File: src/rtl/pseudo_ana_stk_n.sv
// Digital-to-pseudo-analog stick: per-axis frame-stepped centred positions.
// Define PSTK_ACCEL_EN to enable per-axis hold acceleration (step doubles).
module pseudo_ana_stk_n #(
  parameter int NAXES     = 2,
  parameter int W         = 8,
  parameter int STEP      = 15,
  parameter int RET_STEP  = 15,
  parameter int LIM       = 120,
  parameter int CENTER    = 127,
  parameter int TRIG_LINE = 0
) (
  input  logic               CLK,
  input  logic               RESET_N,
  input  logic [8:0]         PV,
  input  logic [NAXES-1:0]   POS,
  input  logic [NAXES-1:0]   NEG,
  input  logic               MODE,
  input  logic               CEN,
  output logic [NAXES*W-1:0] AOUT,
  output logic               UPD
);

  localparam int PW = W + 2;
  localparam logic [8:0] TRIG = 9'(TRIG_LINE);
  localparam logic signed [PW-1:0] LIM_S  = PW'(LIM);
  localparam logic signed [PW-1:0] RET_S  = PW'(RET_STEP);
  localparam logic signed [PW-1:0] STEP_S = PW'(STEP);
  localparam logic signed [PW-1:0] CEN_S  = PW'(CENTER);

  logic [8:0] ppv;
  logic       tick;
  logic       tick_q;

  // Edge on arrival at the trigger line, not on dwell
  assign tick = (PV == TRIG) && (ppv != PV);

  always_ff @(posedge CLK) begin
    if (!RESET_N) begin
      ppv    <= TRIG;
      tick_q <= 1'b0;
      UPD    <= 1'b0;
    end else begin
      ppv    <= PV;
      tick_q <= tick;
      UPD    <= tick_q;
    end
  end

  genvar i;
  generate
    for (i = 0; i < NAXES; i++) begin : g_axis
      logic signed [PW-1:0] p;
      logic signed [PW-1:0] s;
      logic signed [PW-1:0] sum;
      logic signed [PW-1:0] nxt;
      logic                 up;
      logic                 dn;
      logic [W-1:0]         a_q;

      assign up = POS[i] & ~NEG[i];
      assign dn = NEG[i] & ~POS[i];

`ifdef PSTK_ACCEL_EN
      logic [1:0] h;
      logic [1:0] h_eff;
      logic       dir;

      // A reversal restarts acceleration from the base step
      assign h_eff = (dir == up) ? h : 2'd0;
      assign s     = STEP_S <<< h_eff;

      always_ff @(posedge CLK) begin
        if (!RESET_N) begin
          h   <= 2'd0;
          dir <= 1'b0;
        end else if (CEN) begin
          h <= 2'd0;
        end else if (tick) begin
          if (up | dn) begin
            h   <= (h_eff == 2'd3) ? 2'd3 : h_eff + 2'd1;
            dir <= up;
          end else begin
            h <= 2'd0;
          end
        end
      end
`else
      assign s = STEP_S;
`endif

      always_comb begin
        sum = p;
        nxt = p;
        unique case (1'b1)
          up:      sum = p + s;
          dn:      sum = p - s;
          default: sum = p;
        endcase
        if (up | dn) begin
          if (sum > LIM_S)
            nxt = LIM_S;
          else if (sum < -LIM_S)
            nxt = -LIM_S;
          else
            nxt = sum;
        end else if (MODE) begin
          nxt = p;
        end else if (p <= RET_S && p >= -RET_S) begin
          nxt = '0;
        end else if (p > 0) begin
          nxt = p - RET_S;
        end else begin
          nxt = p + RET_S;
        end
      end

      always_ff @(posedge CLK) begin
        if (!RESET_N) begin
          p   <= '0;
          a_q <= W'(CENTER);
        end else begin
          if (CEN)
            p <= '0;
          else if (tick)
            p <= nxt;
          a_q <= W'(p + CEN_S);
        end
      end

      assign AOUT[i*W +: W] = a_q;
    end
  endgenerate

endmodule
File: config.mk
export PLATFORM = sky130hd
export DESIGN_NAME = pseudo_ana_stk_n
export DESIGN_NICKNAME = d
export VERILOG_FILES = /design/src/rtl/pseudo_ana_stk_n.sv
export SDC_FILE = /design/constraint.sdc
export NUM_CORES = 1
export LEC_CHECK = 0
export BUFFER_PORTS_ARGS = -buffer_cell sky130_fd_sc_hd__buf_4
export CORE_UTILIZATION = 55
export CTS_CLUSTER_SIZE = 12
export DETAILED_ROUTE_END_ITERATION = 10
export HOLD_SLACK_MARGIN = 0.05
export PLACE_DENSITY = 0.83
export SLEW_MARGIN = 20
export SYNTH_ARGS = -nofsm -noshare
export SYNTH_HDL_FRONTEND = slang
export SYNTH_SLANG_ARGS = --single-unit
File: constraint.sdc
create_clock -name CLK -period 2.5 [get_ports CLK]
set_input_delay 0.25 -clock CLK [delete_from_list [all_inputs] [get_ports CLK]]
set_output_delay 0.25 -clock CLK [all_outputs]
set_load 0.02 [all_outputs]
==> flow_summary_export.csv <==
group,metric,value,unit
clock_network,path_clk_slew,0.09,ns
detailed_routing,drt_iter0_markers,531,
synthesis,synth_top_cell_by_area,"dfxtp_1",
synthesis,synth_cells,494,
cells_and_area,diodes,0,
global_route,grt_pass1_vias,3938,
cells_and_area,nets,605,
synthesis,synthDistinctLibCells,77,
placed_design,numPortBuffers,33,
power_and_ir_drop,power_leakage,2.05,nW
synthesis,synth_enable_flop_cells,0,
global_route,grt_max_degree,30,
clock_network,cts_root_buf,"clkbuf_8",
sta,setup_violations,0,
clock_network,clkLatencyLatePin,0.30,ns
detailed_routing,wl_per_cell,18.3,µm
job,drv_cap,0,
floorplan,die_w,84.3,µm
sta,fin_setup_tns,0,ns
clock_network,cts.sinks,47,
floorplan,die_h,84.3,µm
worst_setup_path,crit_start,"g_axis[0].p[0]",
sta,timing.slew.headroom,64.0,%
power_and_ir_drop,power.density,325,nW/µm²
global_route,grt_pass1_wl,18500,µm
worst_setup_path,endpoint_kind,"flip-flop",
sta,fin_skew,0.00747,ns
power_and_ir_drop,p_total,1.64,mW
cells_and_area,syn_to_final_growth,35.1,%
worst_setup_path,cp.arrival,2.74,ns
floorplan,coreArea,6460,µm²
sta,setup_slack,0.00648,ns
synthesis,yosysSeqAreaShare,25.3,%
cells_and_area,final_common_cell,"buf_4",
clock_network,holdBufCountCts,0,
detailed_routing,post-route-drc-count,8,
cells_and_area,drive_gt1_share,35.9,%
worst_setup_path,required,2.74,ns
detailed_routing,topRoutingLayerUsed,"met4",
detailed_routing,ant_nets,0,
floorplan,die_area,7110,µm²
power_and_ir_drop,ir_drop,0.336,mV
detailed_routing,num_vias,4352,
synthesis,synth_top_cell_area_share,25.3,%
worst_hold_path,hp-class,"in2reg",
global_route,overflow,0,
cells_and_area,most-common-layout-cells,"buf_4, o21ai_0, dfxtp_1, nand2_1, nor2_1",
worst_setup_path,cp-start-kind,"flip-flop",
floorplan,num_rows,29,
detailed_routing,wl_met1,5030,µm
synthesis,synth_async_sr_flop_share,0,%
status,violations,"DRC",
cells_and_area,final_util,77.9,%
detailed_routing,wl_met2,5730,µm
cells_and_area,fill_cells,416,
floorplan,start_util,57.7,%
floorplan,ios,34,
detailed_routing,drtPass1Iterations,8,
placed_design,pre_cts_ws,-0.182,ns
sta,max_freq,0.401,GHz
synthesis,synth_seq_cells,47,
sta,min_period,2.49,ns
sta,fin_crit_sh,99.7,%
worst_setup_path,r2r-end,"g_axis[0].p[5]",
clock_network,cts_tree,"yes",
worst_setup_path,ff2ff_setup_slack,0.006,ns
clock_network,htreeDepth,2,
sta,hold_viol,0,
synthesis,synth_warnings,0,
worst_setup_path,critical_path_class,"reg2reg",
sta,rsz0062_at_grt,"true",
placed_design,routabilityCongestion,0.966,
detailed_routing,wl_met3,962,µm
global_route,gr-usage-all-layers,31.8,%
detailed_routing,via_per_inst,6.63,
detailed_routing,finalWirelength,12000,µm
status,status,"finished with violations",
synthesis,synthesis.area,3720,µm²
global_route,antenna_found_initial,0,
synthesis,ys_top_cells_by_area,"dfxtp_1, o21ai_0, a21oi_1",
synthesis,synth_flop_cell,"dfxtp_1",
worst_setup_path,worst_r2r_startpoint,"g_axis[0].p[0]",
placed_design,dp_hpwl,8190,µm
synthesis,syn_avg_cell_area,7.54,µm²
clock_network,cts_buffers,5,
clock_network,cts_buffer_depth,2,
worst_setup_path,r2r_cells,10,
worst_setup_path,critPathCapture,"g_axis[0].p[5]",
sta,drv_slew,0,
synthesis,synth_nets,521,
worst_setup_path,path_max_fanout,5,
sta,tightest_slew,0.538,ns
[cells in the mapped netlist (3+ instances only)]
master,n
or3_1,6
o21a_1,6
nand2b_1,12
and3_1,6
buf_1,3
mux2i_1,5
inv_1,16
nor3_1,18
a22o_1,3
nor2_1,32
nand3b_1,3
and4_1,5
clkbuf_1,40
nand2_1,38
o31ai_1,3
a221oi_1,7
nand3_1,12
o221ai_1,3
o2111ai_1,4
nand4_1,7
xor2_1,13
a31oi_1,6
a21o_1,3
mux2_2,4
and2_1,14
xnor2_1,9
a21oi_1,31
a22oi_1,3
nor4_1,7
o22ai_1,3
nor2b_1,5
ha_1,10
o21ai_0,43
a21boi_0,4
nand4b_1,3
nor3b_1,6
dfxtp_1,47
[final cells by class]
class                      count  area, µm²  share of cell area [%]
clock buffer                   5       68.8                    1.37
clock inverter                 3       47.5                   0.945
inverter                      18       67.6                    1.34
multi-input combinational    382       2840                    56.5
sequential                    47        963                    19.1
tap                           77       96.3                    1.91
timing repair buffer         124        947                    18.8
[worst min-delay path by stage]
stage | from | to | slack (ns) | cells after the start
after floorplan | PV[0] | ppv[0] | 0.37 | 1
after global placement | tick_q | UPD | 0.42 | 1
after detailed placement | tick_q | UPD | 0.42 | 1
after CTS | PV[4] | ppv[4] | 0.16 | 2
after global routing | PV[4] | ppv[4] | 0.14 | 2
final | PV[4] | ppv[4] | 0.16 | 2
[where the power goes]
group	internal [mW]	switching (mW)
combinational	0.141	0.164
clock	0.303	0.273
sequential	0.752	0.00344
[flip-flops by register name, indices dropped and copies added, names as in the netlist]
name,cells
g_axis.p,20
g_axis.a_q,16
ppv,9
UPD,1
tick_q,1
[per-layer routing]
metal	vias up	GRT usage [%]
met5	-	0
met3	49	4.72
met1	2053	42.6
met4	0	9.25
li1	1991	-
met2	259	53.1
[timing repair]
action / CTS / global route
pin swaps: 4 / 23
setup endpoints to repair: 13 / 16
gates resized for setup: 13 / 61
setup buffers: 1 / 7
[worst max-delay path, cell delays in order (launching register included)]
cell and delay (ns):
dfxtp_4 0.37, buf_4 0.16, o41ai_2 0.42, buf_4 0.18, a21oi_1 0.07, a21oi_1 0.13, o31a_1 0.27, a41oi_2 0.16
or2_1 0.27, o221a_1 0.26, a21oi_1 0.14
[metrics by stage]
stage | hold slack [ns] | instances | area, µm²
floorplan | 0.372 | 494 | 3770
global placement | 0.423 | 641 | 4530
detailed placement | 0.423 | 641 | 4530
CTS | 0.158 | 650 | 4710
global route | 0.144 | 656 | 5030
finish | 0.158 | 656 | 5030
[kinds of logic after synthesis]
| group | synth area share [%] |
|---|---|
| AND/OR/NAND/NOR | 27.6 |
| multiplexers | 3.16 |
| flip-flops | 25.3 |
| adder cells (fa/ha/maj) | 3.36 |
| AO/OA/AOI/OAI | 28.5 |
| buffers and inverters | 7.02 |
| XOR/XNOR | 5.17 |
Power figures use the tool's default switching activity.
